==> config.mk <==
export PLATFORM = sky130hd
export DESIGN_NAME = div32
export DESIGN_NICKNAME = d
export VERILOG_FILES = /design/src/rtl/div32.sv
export SDC_FILE = /design/constraint.sdc
export NUM_CORES = 1
export LEC_CHECK = 0
export CORE_MARGIN = 1
export CORE_UTILIZATION = 40
export CTS_BUF_LIST = sky130_fd_sc_hd__clkbuf_16
export DETAILED_ROUTE_END_ITERATION = 12
export DONT_BUFFER_PORTS = 1
export PLACE_DENSITY = 0.53
export SETUP_SLACK_MARGIN = 0.5
export SYNTH_ARGS = -nofsm -noshare
export SYNTH_HDL_FRONTEND = slang
export SYNTH_SLANG_ARGS = --single-unit
==> constraint.sdc <==
create_clock -name clk -period 3.6 [get_ports clk]
set_input_delay 0.18 -clock clk [delete_from_list [all_inputs] [get_ports clk]]
set_output_delay 0.18 -clock clk [all_outputs]
set_load 0.05 [all_outputs]
==> src/rtl/div32.sv <==
// div32 -- iterative unsigned restoring divider, one quotient bit per cycle,
// MSB first, WIDTH cycles of latency.
//
// Ports:
//   clk          rising-edge clock
//   reset        synchronous, active-high reset
//   start        request; accepted on an edge where start=1 and busy=0
//   dividend     unsigned numerator, sampled on the accept edge
//   divisor      unsigned denominator, sampled on the accept edge
//   busy         high while a division is in progress
//   done         one-cycle completion pulse
//   quotient     registered result, held until the next done
//   remainder    registered result, held until the next done
//   div_by_zero  registered flag: the divisor of the current result was 0
//   dbg_state    current FSM state (0 = IDLE, 1 = RUN)
//
// Handshake: start acts as valid and !busy acts as ready. A request is taken
// on any rising edge where start=1 and busy=0. busy is low in the done cycle,
// so a new request can be taken on the same edge that ends the done pulse.
// start while busy=1 is ignored.
module div32 #(
    parameter int WIDTH = 32
) (
    input  logic             clk,
    input  logic             reset,
    input  logic             start,
    input  logic [WIDTH-1:0] dividend,
    input  logic [WIDTH-1:0] divisor,
    output logic             busy,
    output logic             done,
    output logic [WIDTH-1:0] quotient,
    output logic [WIDTH-1:0] remainder,
    output logic             div_by_zero,
    output logic             dbg_state
);

    localparam int CNT_W = $clog2(WIDTH + 1);

    typedef enum logic {
        S_IDLE = 1'b0,
        S_RUN  = 1'b1
    } state_t;

    state_t             state_q, state_d;
    logic [CNT_W-1:0]   count_q, count_d;
    logic [WIDTH-1:0]   rem_q, rem_d;        // partial remainder
    logic [WIDTH-1:0]   work_q, work_d;      // dividend shifts out, quotient shifts in
    logic [WIDTH-1:0]   dvsr_q, dvsr_d;
    logic [WIDTH-1:0]   quot_q, quot_d;
    logic [WIDTH-1:0]   remo_q, remo_d;
    logic               dbz_q, dbz_d;
    logic               done_q, done_d;

    // WIDTH+1-bit shifted partial remainder and the trial difference. The
    // difference only matters when partial >= divisor, in which case the
    // result is below the divisor and fits in WIDTH bits.
    logic [WIDTH:0]     partial;
    logic [WIDTH-1:0]   diff;

    always_comb begin
        state_d = state_q;
        count_d = count_q;
        rem_d   = rem_q;
        work_d  = work_q;
        dvsr_d  = dvsr_q;
        quot_d  = quot_q;
        remo_d  = remo_q;
        dbz_d   = dbz_q;
        done_d  = 1'b0;

        partial = {rem_q, work_q[WIDTH-1]};
        diff    = partial[WIDTH-1:0] - dvsr_q;

        case (state_q)
            S_IDLE: begin
                if (start) begin
                    state_d = S_RUN;
                    work_d  = dividend;
                    dvsr_d  = divisor;
                    rem_d   = '0;
                    count_d = CNT_W'(WIDTH);
                end
            end
            S_RUN: begin
                if (partial >= {1'b0, dvsr_q}) begin
                    rem_d  = diff;
                    work_d = {work_q[WIDTH-2:0], 1'b1};
                end else begin
                    rem_d  = partial[WIDTH-1:0];
                    work_d = {work_q[WIDTH-2:0], 1'b0};
                end
                count_d = count_q - CNT_W'(1);
                // Last iteration: publish results from this step's values.
                if (count_q == CNT_W'(1)) begin
                    quot_d  = work_d;
                    remo_d  = rem_d;
                    dbz_d   = (dvsr_q == '0);
                    done_d  = 1'b1;
                    state_d = S_IDLE;
                end
            end
            default: state_d = S_IDLE;
        endcase
    end

    always_ff @(posedge clk) begin
        if (reset) begin
            state_q <= S_IDLE;
            count_q <= '0;
            rem_q   <= '0;
            work_q  <= '0;
            dvsr_q  <= '0;
            quot_q  <= '0;
            remo_q  <= '0;
            dbz_q   <= 1'b0;
            done_q  <= 1'b0;
        end else begin
            state_q <= state_d;
            count_q <= count_d;
            rem_q   <= rem_d;
            work_q  <= work_d;
            dvsr_q  <= dvsr_d;
            quot_q  <= quot_d;
            remo_q  <= remo_d;
            dbz_q   <= dbz_d;
            done_q  <= done_d;
        end
    end

    assign busy        = (state_q == S_RUN);
    assign done        = done_q;
    assign quotient    = quot_q;
    assign remainder   = remo_q;
    assign div_by_zero = dbz_q;
    assign dbg_state   = state_q;

endmodule
=== Word-level counts from Yosys, hierarchy flattened ===
Index checks and enable logic that the tools add are counted.

* Bits in registers: 169
* Output and inout port bits: 68
* Logic and storage cells: 31
* Bits of input ports: 67

* Reduce and logical (&&, ||, !) cells: 4
* Bitwise gates (word level): 1
* Muxes and demuxes: 12
* Equal/unequal tests: 2
* $add $sub $neg: 2
* Order comparisons: 1

{| class="wikitable"
|+ Operator list
! kind !! count
|-
| $pmux W32 S2 || 2
|-
| $mux W32 || 3
|-
| $ge A33 B32 Y1 || 1
|-
| $logic_not A32 Y1 || 1
|-
| $sub A32 B32 Y32 || 1
|-
| $pmux W6 S2 || 1
|-
| $eq A6 B1 Y1 const B || 1
|-
| $mux W6 || 1
|-
| $sub A6 B1 Y6 const B || 1
|-
| $mux W1 || 4
|-
| $reduce_and A2 Y1 || 2
|-
| $ne A2 B2 Y1 const B || 1
|-
| $pmux W1 S2 || 1
|-
| $reduce_or A2 Y1 || 1
|-
| $not A1 Y1 || 1
|}

=== Logic depth before layout (Yosys ltp) ===
* Depth after elaboration: 3
* Mapped depth: 14
* Gate-level depth less buffers: 12

=== Worst setup path after synthesis ===
No wires, ideal clock.

* Path kind: reg-to-reg
* From: register work_q[31]
* To: register remo_q[30] (netlist: remainder[30])
* Data required time: 3.474 ns
* Setup time: 0.126 ns
* Stages on the path, launching flop included: 13
* Path slack: 0.832 ns
* Period minus slack after synthesis: 2.768 ns
* Buffers on the path: 0
* Arrival time: 2.642 ns
* Cells stage by stage: dfxtp_1 inv_1 ha_1 inv_1 fa_1 a21o_1 a221o_1 a211o_1 o221a_2 o21a_1 a221oi_2 xor2_1 o21ai_0

* Longest elaborated chain between the ends: 2
* Elaborated cells between the ends (all ways): 3
* Classes of those cells: 1 x add/sub; 1 x order compare; 1 x mux

{| class="wikitable"
|+ RTL lines
! item !! RTL line !! source
|-
| start, declared || 47 || <nowiki>logic [WIDTH-1:0] work_q, work_d;</nowiki>
|-
| start signal, assigned || 121 || <nowiki>work_q <= work_d;</nowiki>
|-
| $sub A32 B32 Y32 / $ge A33 B32 Y1 (equally long branches) || 72, 85 ||
|-
| $mux W32 (*) || 85 || <nowiki>if (partial >= {1'b0, dvsr_q}) begin</nowiki>
|-
| end signal, assigned || 124 || <nowiki>remo_q <= remo_d;</nowiki>
|-
| end, declared || 50 || <nowiki>logic [WIDTH-1:0] remo_q, remo_d;</nowiki>
|}

Mark *: on every way between the ends. The rest lies on a longest branch, timed or not.
A chain may end at the register's enable or synchronous reset.

=== Worst setup path after layout ===
* From: register work_q[31]
* To: register rem_q[30]

* Longest elaborated chain between the ends: 3
* Elaborated cells between the ends (all ways): 4
* Classes of those cells: 1 x add/sub; 1 x order compare; 2 x mux

{| class="wikitable"
|+ RTL lines
! item !! RTL line !! source
|-
| $sub A32 B32 Y32 / $ge A33 B32 Y1 (equally long branches) || 72, 85 ||
|-
| $mux W32 (*) || 85 ||
|-
| $pmux W32 S2 (*) || 74 || <nowiki>case (state_q)</nowiki>
|-
| end signal, assigned || 120 || <nowiki>rem_q <= rem_d;</nowiki>
|-
| end, declared || 46 || <nowiki>logic [WIDTH-1:0] rem_q, rem_d;</nowiki>
|}

Marked as above.

==> out/qor.json <==
{
  "drt_pre_antenna_iters": {"value": 5},
  "slew_headroom": {"value": 0.477},
  "clock_latency_at_the_later_pin_of_the_worst_skew_pair": {"value": 0.44, "unit": "ns"},
  "mappedNetlistArea": {"value": 0.00865, "unit": "mm²"},
  "routed_wirelength": {"value": 24600, "unit": "µm"},
  "hold_class": {"value": "in -> reg"},
  "gate_count_of_the_mapped_netlist": {"value": 1088},
  "synth_top_cells_by_area": {"value": "sky130_fd_sc_hd__dfxtp_1 39%, sky130_fd_sc_hd__a21oi_1 8.6%, sky130_fd_sc_hd__nand2_1 8.0%"},
  "cellLeakagePower": {"value": 4.14, "unit": "nW"},
  "critical_path.startpoint_type": {"value": "flip-flop"},
  "cts-buffers-inserted": {"value": 17},
  "required": {"value": 3.92, "unit": "ns"},
  "synth-seq-area-share": {"value": 0.391},
  "tritoncts": {"value": "built"},
  "detailedPlacementHpwl": {"value": 16400, "unit": "µm"},
  "synth_seq_cells": {"value": 169},
  "final_period_minus_worst_setup_slack": {"value": 3.02, "unit": "ns"},
  "final_common_cell": {"value": "sky130_fd_sc_hd__nand2_1"},
  "fmax": {"value": 331, "unit": "MHz"},
  "holdWs": {"value": 0.0119, "unit": "ns"},
  "synth_area_leader_cell": {"value": "sky130_fd_sc_hd__dfxtp_1"},
  "areaGrowthSynthToFinish": {"value": 16.5, "unit": "%"},
  "drt-initial-drc-count": {"value": 556},
  "io_pins": {"value": 135},
  "initial_utilization": {"value": 0.410},
  "worstSetupEndpointType": {"value": "flip-flop"},
  "power": {"value": 10.0, "unit": "mW"},
  "share_of_synthesized_registers_carrying_an_async_set_or_reset": {"value": 0},
  "yosys.cell_types.count": {"value": 70},
  "detailroute.via_count": {"value": 7631},
  "netlist.area_leader.share": {"value": 0.391},
  "place_congestion": {"value": 0.833},
  "setup.worst_path.class": {"value": "reg -> reg"},
  "drc_errors_left": {"value": 0},
  "ratio_of_total_power_to_cell_area": {"value": 995, "unit": "mW/mm²"},
  "dominantRegCellSynth": {"value": "sky130_fd_sc_hd__dfxtp_1"},
  "fillCellCount": {"value": 2123},
  "run_status": {"value": "finished, final reports clean"},
  "cts-root-to-sink-buffers": {"value": 2},
  "synth_edf_count": {"value": 0},
  "route.detailed.wl_per_inst": {"value": 17.6, "unit": "µm"},
  "dpl.cell_count": {"value": 1307},
  "placeableCoreArea": {"value": 0.0211, "unit": "mm²"},
  "cell_rows": {"value": 53},
  "cts-htree-levels": {"value": 4},
  "finalSetupTns": {"value": 0, "unit": "ns"},
  "cp_data_arrival_time": {"value": 3.34, "unit": "ns"},
  "ir_worst_vdd": {"value": 0.000467, "unit": "V"},
  "critical_path_peak_fanout": {"value": 3},
  "seqCellArea": {"value": 0.00339, "unit": "mm²"},
  "clock_sinks": {"value": 169},
  "grt_antenna_before_repair": {"value": 0},
  "multi_input_comb_area": {"value": 0.00491, "unit": "mm²"},
  "grt_util_all_layers": {"value": 0.224},
  "drive_above_1_share": {"value": 0.0928},
  "setup_viol": {"value": 0},
  "clock-root-buffer": {"value": "sky130_fd_sc_hd__clkbuf_16"},
  "fp.dieH": {"value": 149, "unit": "µm"},
  "worst-slew-pin-transition": {"value": 0.784, "unit": "ns"},
  "die_area": {"value": 0.0222, "unit": "mm²"},
  "finalCritPeriodShare": {"value": 0.839},
  "die_width": {"value": 149, "unit": "µm"},
  "antenna_cells": {"value": 0},
  "finish.net_count": {"value": 1210},
  "number_of_global_route_vias_before_repair": {"value": 7153},
  "final.setup_skew": {"value": 0.0134, "unit": "ns"},
  "post_synthesis_mean_instance_area": {"value": 7.95, "unit": "µm²"},
  "timing.max_cap.violations": {"value": 0},
  "mappedNetlistNets": {"value": 1190},
  "ys.warnings.count": {"value": 0},
  "drv_slew": {"value": 0},
  "avgViaCountPerCell": {"value": 5.47},
  "cts.clk_slew.worst_paths": {"value": 0.08, "unit": "ns"},
  "grt_setup_unrepaired": {"value": "no"},
  "instances_no_fill": {"value": 1396},
  "report.final.hold_viol_count": {"value": 0},
  "remaining_number_of_nets_flagged_by_the_antenna_check_after_routing": {"value": 0},
  "grt_pass1_wl": {"value": 39100, "unit": "µm"},
  "grt_start_max_net_pins": {"value": 116},
  "gr-total-overflow": {"value": 0},
  "total_of_buffers_placed_on_input_and_output_ports": {"value": 0},
  "mostFrequentLayoutCells": {"value": "185 x sky130_fd_sc_hd__nand2_1, 164 x sky130_fd_sc_hd__dfxtp_1, 143 x sky130_fd_sc_hd__a21oi_1, 100 x sky130_fd_sc_hd__nor2_1, 62 x sky130_fd_sc_hd__o21ai_0"}
}
[cell type report]
| cell class | count | share of cell area |
|---|---|---|
| Multi-Input combinational cell | 808 | 0.488 |
| Sequential cell | 169 | 0.337 |
| Timing Repair Buffer | 70 | 0.0653 |
| Clock buffer | 17 | 0.0422 |
| Tap cell | 275 | 0.0341 |
| Clock inverter | 15 | 0.0183 |
| Inverter | 42 | 0.0156 |
[layer usage]
layer  vias to the layer above  part of all wire  GRT usage  wire length [µm]
li1                       3851                 -          -                 -
met1                      3592              0.50      0.322             12300
met3                        21             0.055     0.0465              1360
met5                         -                 0          0                 0
met4                         0             0.011     0.0571               269
met2                       167              0.44      0.338             10700
[repair_timing]
item | CTS | global route
buffers inserted | 8 | 6
resized for setup | 9 | 23
pin swaps | 12 | 14
hold buffers | 41 | 0
cloned | 1 | 1
hold endpoints to repair | 115 | 0
setup endpoints to repair | 29 | 61
[power breakdown]
group / switching (mW) / internal (mW) / total (mW) / leakage, nW
logic: 3.29 / 2.56 / 5.85 / 2.47
registers: 0.225 / 2.06 / 2.28 / 1.38
clock network: 0.901 / 0.995 / 1.90 / 0.292
total: 4.42 / 5.61 / 10.0 / 4.14
[path summary, 6_finish.rpt]
path | start | endpoint | slack (ns) | depth (start not counted)
worst max-delay path | work_q[31] | rem_q[30] | 0.58 | 12
worst min-delay path | dividend[13] | work_q[13] | 0.01 | 4
worst min register to register | dvsr_q[1] | dvsr_q[1] | 0.47 | 2
worst max register to register | work_q[31] | rem_q[30] | 0.58 | 12
[state kept, by name, summed over array words and instances (netlist names), 6 cells and up]
register and cells:
dvsr_q 32, quotient 32, rem_q 32, remainder 32, work_q 32, count_q 6
[logic make-up after synthesis]
kind of cell             Yosys count  synth area share
flip-flops                       169             0.391
adder cells (fa/ha/maj)           35            0.0515
buffers and inverters            113            0.0557
XOR/XNOR                          22            0.0223
multiplexers                      59            0.0683
AO/OA/AOI/OAI                    306             0.216
AND/OR/NAND/NOR                  384             0.195
[Yosys cell counts (13+ instances only)]
cell / instances
sky130_fd_sc_hd__a211oi_1: 16
sky130_fd_sc_hd__nand3_1: 13
sky130_fd_sc_hd__o21ai_0: 64
sky130_fd_sc_hd__and3_1: 14
sky130_fd_sc_hd__a21oi_1: 148
sky130_fd_sc_hd__clkbuf_1: 52
sky130_fd_sc_hd__nor2_1: 102
sky130_fd_sc_hd__dfxtp_1: 169
sky130_fd_sc_hd__ha_1: 34
sky130_fd_sc_hd__nand2_1: 185
sky130_fd_sc_hd__mux2i_1: 59
sky130_fd_sc_hd__nor3_1: 16
sky130_fd_sc_hd__xnor2_1: 14
sky130_fd_sc_hd__inv_1: 42
[worst max-delay path: stages (launching register included)]
cell                       delay [ns]
sky130_fd_sc_hd__dfxtp_2         0.34
sky130_fd_sc_hd__inv_2           0.07
sky130_fd_sc_hd__ha_4            0.13
sky130_fd_sc_hd__inv_2           0.04
sky130_fd_sc_hd__fa_2            0.36
sky130_fd_sc_hd__a21o_1          0.20
sky130_fd_sc_hd__a221o_1         0.34
sky130_fd_sc_hd__a211o_1         0.33
sky130_fd_sc_hd__o221a_4         0.25
sky130_fd_sc_hd__o21a_1          0.22
sky130_fd_sc_hd__a221oi_2        0.30
sky130_fd_sc_hd__xor2_1          0.23
sky130_fd_sc_hd__o31ai_1         0.09
[per-stage QoR]
step | setup WS, ns | util | instance area, µm²
global placement | 0.448 | 0.418 | 8810
floorplan | 0.832 | - | 8650
detailed placement | 0.404 | 0.418 | 8810
CTS | 0.501 | 0.471 | 9940
global route | 0.481 | 0.478 | 10100
finish | 0.579 | 0.478 | 10100
(Power assumes the default switching activity.)
